## src/rtl/mainm_arbiter_pkg.sv

```systemverilog
// Shared state/owner encodings and tie-break helper for the main-memory arbiter.
// Round-robin tie-break is selected by defining MAINM_ARB_RR_EN.
package mainm_arbiter_pkg;

    typedef enum logic [1:0] {
        ST_IDLE = 2'd0,
        ST_BUSY = 2'd1,
        ST_TURN = 2'd2
    } arb_state_e;

    localparam logic [1:0] OWN_NONE = 2'b00;
    localparam logic [1:0] OWN_M0   = 2'b01;
    localparam logic [1:0] OWN_M1   = 2'b10;

    // m1 wins when alone, or in a tie when it is the preferred port
    function automatic logic pick_m1(input logic req0, input logic req1, input logic prefer_m1);
        return req1 && (!req0 || prefer_m1);
    endfunction

endpackage

```

## src/rtl/mainm_arb_mux.sv

```systemverilog
// Combinational request mux and return-path steering for the main-memory arbiter.
// Zero latency; only the owner sees mem_ready/mem_spo, everything is 0 when there is no owner.
module mainm_arb_mux
    import mainm_arbiter_pkg::*;
#(
    parameter int BEAT_W = 8
) (
    input  logic [1:0]        owner_i,
    input  logic              m0_burst_en,
    input  logic [BEAT_W-1:0] m0_burst_length,
    input  logic [31:0]       m0_a,
    input  logic [31:0]       m0_d,
    input  logic              m0_we,
    input  logic              m0_rd,
    input  logic              m1_burst_en,
    input  logic [BEAT_W-1:0] m1_burst_length,
    input  logic [31:0]       m1_a,
    input  logic [31:0]       m1_d,
    input  logic              m1_we,
    input  logic              m1_rd,
    input  logic [31:0]       mem_spo,
    input  logic              mem_ready,
    output logic [31:0]       m0_spo,
    output logic              m0_ready,
    output logic [31:0]       m1_spo,
    output logic              m1_ready,
    output logic              mem_burst_en,
    output logic [BEAT_W-1:0] mem_burst_length,
    output logic [31:0]       mem_a,
    output logic [31:0]       mem_d,
    output logic              mem_we,
    output logic              mem_rd
);

    always_comb begin
        mem_burst_en     = 1'b0;
        mem_burst_length = '0;
        mem_a            = '0;
        mem_d            = '0;
        mem_we           = 1'b0;
        mem_rd           = 1'b0;
        m0_spo           = '0;
        m0_ready         = 1'b0;
        m1_spo           = '0;
        m1_ready         = 1'b0;
        case (owner_i)
            OWN_M0: begin
                mem_burst_en     = m0_burst_en;
                mem_burst_length = m0_burst_length;
                mem_a            = m0_a;
                mem_d            = m0_d;
                mem_we           = m0_we;
                mem_rd           = m0_rd;
                m0_spo           = mem_spo;
                m0_ready         = mem_ready;
            end
            OWN_M1: begin
                mem_burst_en     = m1_burst_en;
                mem_burst_length = m1_burst_length;
                mem_a            = m1_a;
                mem_d            = m1_d;
                mem_we           = m1_we;
                mem_rd           = m1_rd;
                m1_spo           = mem_spo;
                m1_ready         = mem_ready;
            end
            default: ;
        endcase
    end

endmodule

```

## src/rtl/mainm_arbiter.sv

```systemverilog
// Two-master main-memory arbiter: grants whole transactions, counts ready beats, one TURN cycle between owners.
// Grant 1 cycle after request seen in IDLE; ties fixed-priority m0 unless MAINM_ARB_RR_EN (round-robin).
module mainm_arbiter
    import mainm_arbiter_pkg::*;
#(
    parameter int BEAT_W = 8
) (
    input  logic              clk,
    input  logic              rst,
    input  logic              m0_burst_en,
    input  logic [BEAT_W-1:0] m0_burst_length,
    input  logic [31:0]       m0_a,
    input  logic [31:0]       m0_d,
    input  logic              m0_we,
    input  logic              m0_rd,
    output logic [31:0]       m0_spo,
    output logic              m0_ready,
    input  logic              m1_burst_en,
    input  logic [BEAT_W-1:0] m1_burst_length,
    input  logic [31:0]       m1_a,
    input  logic [31:0]       m1_d,
    input  logic              m1_we,
    input  logic              m1_rd,
    output logic [31:0]       m1_spo,
    output logic              m1_ready,
    output logic              mem_burst_en,
    output logic [BEAT_W-1:0] mem_burst_length,
    output logic [31:0]       mem_a,
    output logic [31:0]       mem_d,
    output logic              mem_we,
    output logic              mem_rd,
    input  logic [31:0]       mem_spo,
    input  logic              mem_ready,
    output logic [1:0]        owner
);

    arb_state_e        state_q;
    logic [1:0]        owner_q;
    logic [BEAT_W-1:0] beats_q;
    logic              req0, req1, grant_m1;
    logic [BEAT_W-1:0] beats_m0, beats_m1;

    assign req0     = m0_we | m0_rd;
    assign req1     = m1_we | m1_rd;
    assign beats_m0 = (m0_burst_en && m0_burst_length != '0) ? m0_burst_length : BEAT_W'(1);
    assign beats_m1 = (m1_burst_en && m1_burst_length != '0) ? m1_burst_length : BEAT_W'(1);

`ifdef MAINM_ARB_RR_EN
    logic last_q;   // 1: m1 owned the port last
    assign grant_m1 = pick_m1(req0, req1, !last_q);
`else
    assign grant_m1 = pick_m1(req0, req1, 1'b0);
`endif

    always_ff @(posedge clk) begin
        if (rst) begin
            state_q <= ST_IDLE;
            owner_q <= OWN_NONE;
            beats_q <= '0;
`ifdef MAINM_ARB_RR_EN
            last_q  <= 1'b1;
`endif
        end else begin
            case (state_q)
                ST_IDLE: begin
                    if (req0 || req1) begin
                        state_q <= ST_BUSY;
                        owner_q <= grant_m1 ? OWN_M1 : OWN_M0;
                        beats_q <= grant_m1 ? beats_m1 : beats_m0;
`ifdef MAINM_ARB_RR_EN
                        last_q  <= grant_m1;
`endif
                    end
                end
                ST_BUSY: begin
                    // mem_we/mem_rd mirror the owner, so their drop is an abort
                    if (!(mem_we || mem_rd) || (mem_ready && beats_q == BEAT_W'(1))) begin
                        state_q <= ST_TURN;
                        owner_q <= OWN_NONE;
                    end else if (mem_ready) begin
                        beats_q <= beats_q - BEAT_W'(1);
                    end
                end
                default: begin
                    state_q <= ST_IDLE;
                    owner_q <= OWN_NONE;
                end
            endcase
        end
    end

    assign owner = owner_q;

    mainm_arb_mux #(.BEAT_W(BEAT_W)) u_mux (
        .owner_i          (owner_q),
        .m0_burst_en      (m0_burst_en),
        .m0_burst_length  (m0_burst_length),
        .m0_a             (m0_a),
        .m0_d             (m0_d),
        .m0_we            (m0_we),
        .m0_rd            (m0_rd),
        .m1_burst_en      (m1_burst_en),
        .m1_burst_length  (m1_burst_length),
        .m1_a             (m1_a),
        .m1_d             (m1_d),
        .m1_we            (m1_we),
        .m1_rd            (m1_rd),
        .mem_spo          (mem_spo),
        .mem_ready        (mem_ready),
        .m0_spo           (m0_spo),
        .m0_ready         (m0_ready),
        .m1_spo           (m1_spo),
        .m1_ready         (m1_ready),
        .mem_burst_en     (mem_burst_en),
        .mem_burst_length (mem_burst_length),
        .mem_a            (mem_a),
        .mem_d            (mem_d),
        .mem_we           (mem_we),
        .mem_rd           (mem_rd)
    );

endmodule

```

## config.mk

```make
export PLATFORM = sky130hd
export DESIGN_NAME = mainm_arbiter
export DESIGN_NICKNAME = d
export VERILOG_FILES = /design/src/rtl/mainm_arbiter_pkg.sv /design/src/rtl/mainm_arb_mux.sv /design/src/rtl/mainm_arbiter.sv
export SDC_FILE = /design/constraint.sdc
export NUM_CORES = 1
export LEC_CHECK = 0
export ABC_AREA = 1
export CAP_MARGIN = 20
export CORE_AREA = 2 2 128 130
export CTS_BUF_LIST = sky130_fd_sc_hd__clkbuf_8
export CTS_CLUSTER_SIZE = 28
export DETAILED_ROUTE_END_ITERATION = 7
export DIE_AREA = 0 0 130 132
export DONT_BUFFER_PORTS = 1
export PLACE_DENSITY = 0.37
export SKIP_LAST_GASP = 1
export SLEW_MARGIN = 20
export SYNTH_ARGS = -nofsm -noshare
export SYNTH_HDL_FRONTEND = slang
export SYNTH_SLANG_ARGS = --single-unit
```

## constraint.sdc

```tcl
create_clock -name clk -period 2.05 [get_ports clk]
set_clock_uncertainty 0.15 [all_clocks]
set_input_delay 0.41 -clock clk [delete_from_list [all_inputs] [get_ports clk]]
set_output_delay 0.41 -clock clk [all_outputs]
set_load 0.005 [all_outputs]
```

==> flow_summary.yaml <==
finish:
  areaGrowthSynthToFinish_pct: 53.4
  regArea_sq_um: 248
  nets: 818
  nFillCells: 1846
  multiInputGateArea_sq_um: 2160
  final_layout_size_suffix_gt1_share_pct: 23.3
  fin_util_pct: 26.1
sta:
  timing.final.crit_share_pct: 100
  min_period_ns: 2.06
  final-hold-violation-count: 0
  tightest_slew_ns: 0.384
  setup_tns_ns: -0.00802
  timing.slew.headroom_pct: 74.4
  rsz0062_at_grt: "yes"
  clock.fmax_mhz: 486
  setup_violations: 1
  slew_violations: 0
  setup_ws_ns: -0.00802
logic_synthesis:
  syn-cell-area_sq_um: 2680
  postSynthRegisterBits: 12
  syn_area_per_cell_sq_um: 4.51
  yosysSeqAreaShare_pct: 8.98
  synth_nets: 782
  yosysUniqueCellTypes: 24
  yosys_warnings: 0
  synthCells: 593
global_routing:
  grt_usage_pct: 15.4
  antenna_found_initial: 2
  grt_pass1_wl_microns: 19600
  grt_pass1_vias: 3153
  grt-ovfl-total: 0
  grt_max_degree: 39
placement:
  dp.final_hpwl_microns: 12200
  portBuffers: 0
  gp_congestion: 0.827
power_and_ir_drop:
  leakage_nw: 2.04
  pwr_density_cell_nw_per_um2: 455
  irDropWorstVdd_mv: 0.270
critical_path:
  cp.arrival_ns: 1.50
  path_max_fanout: 7
  path_buf_inv: 4
  required_ns: 1.49
  worstPathCellList: "inv_4 -> ha_4 -> buf_12 -> buf_6 -> clkbuf_16 -> nand2_1 -> a21oi_2"
  crit_family: "buffers and inverters"
  critPathMaxStageDelay_ns: 0.37
  crit_type: "reg2out"
  worst_path_max_delay_cell: "dfxtp_4"
  cp-start-kind: "flip-flop"
  crit_path_end_kind: "output port"
route:
  vias: 3866
  drtIter0Drc: 237
  postRouteAntennaNets: 0
  vias_per_cell: 4.56
  drc_errors: 0
  post_drt_wl_per_cell_microns: 20.4
  drtPass1Iterations: 5
  routed_wl_microns: 17300
floorplanning:
  die_h_microns: 132
  pin_count: 328
  die_w_microns: 130
  initial_core_util_pct: 17.0
  placeableCoreArea_sq_um: 15700
  num_rows: 46
  die-area_sq_um: 17200
clock_tree:
  worstSkewPairLatency_ns: 0.24
  cts_buffers: 3
  clockBufferDepth: 2
  cts.sinks: 12
  tritoncts: "built"
  cts-root-buf: "clkbuf_8"
  htreeDepth: 1
  cts_hold_buf: 0
  clkSlewWorstSetupHoldPaths_ns: 0.06
run_status:
  violations: "setup timing"
  status: "finished, violations left"
worst_hold_path:
  hp-class: "in2reg"
run:
  drv_cap: 0
## through the flow
stage	hold WS [ns]	instances	cell area [sq um]	worst slack, ns	total power, mW
after floorplan	0.328	593	2680	0.123	0.944
after global placement	0.334	795	3050	0.0336	1.19
after detailed placement	0.336	795	3050	0.0273	1.18
after CTS	0.0695	803	3280	-0.0472	1.50
after global routing	0.0707	843	4090	-0.0520	2.01
final	0.0749	847	4100	-0.00802	1.87
## path summary, 6_finish.rpt
path | start | to | slack (ns) | cells after the start
worst max-delay path | owner[0] | mem_d[30] | -0.008 | 7
worst min-delay path | rst | owner[0] | 0.07 | 1
worst max register to register | owner[0] | beats_q[6] | 0.19 | 14
worst min register to register | owner[0] | owner[0] | 0.37 | 2
## area by class of cell
class,instances,share of cell area [%]
diodes,4,0.244
clock buffers,3,1.01
repair buffers,67,24.0
flip-flops and latches,12,6.04
well taps,216,6.59
multi-input cells,443,52.7
inverters,102,9.39
## logic make-up (layout without fill, tap and decap cells)
| kind of cell | Yosys count | count (layout) | synth area share [%] |
|---|---|---|---|
| compound gates | 91 | 91 | 17.0 |
| fa+ha+maj | 4 | 4 | 1.87 |
| buf+inv | 138 | 172 | 19.9 |
| flops | 12 | 12 | 8.98 |
| other cells | 0 | 4 | 0 |
| simple gates | 348 | 348 | 52.2 |
## layout by cell type, fill, tap and decap left out, types with 4 or more instances in the layout
cell and instances:
nor2_1 37, inv_1 97, dfxtp_1 10, buf_8 4
diode_2 4, buf_12 7, buf_4 29, clkbuf_16 12
a21oi_2 51, buf_16 6, o21ai_0 6, buf_6 9
a21oi_1 32, nand3_1 29, nand2_1 260, nand2_2 9
## power by group
group | internal (mW) | switching [mW]
Sequential | 0.275 | 0.0288
Clock | 0.130 | 0.0959
Combinational | 0.568 | 0.770
## sequential cells by signal, indices dropped and copies added (netlist names)
| signal | count |
|---|---|
| owner | 2 |
| beats_q | 8 |
| state_q | 2 |
## routing by layer
layer / vias to the layer above / track usage, % / share of wire (%)
met5: - / 0 / 0.098
met3: 18 / 10.5 / 14
met4: 2 / 1.79 / 1.5
met1: 1753 / 16.5 / 39
li1: 1856 / - / -
met2: 237 / 25.7 / 45
## cell usage after synthesis
cell type  instances  area share (%)
nor2_1            37             5.2
dfxtp_1           12             9.0
nand3_1           29             5.4
o21ai_0            6             1.1
clkinv_1           1            0.14
nand3b_1           2            0.56
buf_1              5            0.70
buf_2              5            0.94
inv_2              2            0.28
nand2_2            2            0.47
ha_1               4             1.9
and2_1             1            0.23
nor2_2             2            0.47
nand3_4            1            0.65
nand2_4            1            0.42
nand4_1            2            0.47
nor3_1             1            0.19
nand2_1          269              38
buf_6              1            0.42
a21oi_1           84              16
inv_1             99              14
o21ai_1            1            0.19
clkbuf_1          25             3.5
nor2_4             1            0.42
## what timing repair did
item                       in CTS  in global routing
pin swaps                       2                 15
buffers inserted                2                 25
gates resized for setup        21                 73
hold endpoints to repair        0                  0
setup endpoints to repair      70                 44
gates cloned                    3                 15
Note: power is estimated with default switching activity, not from simulation.
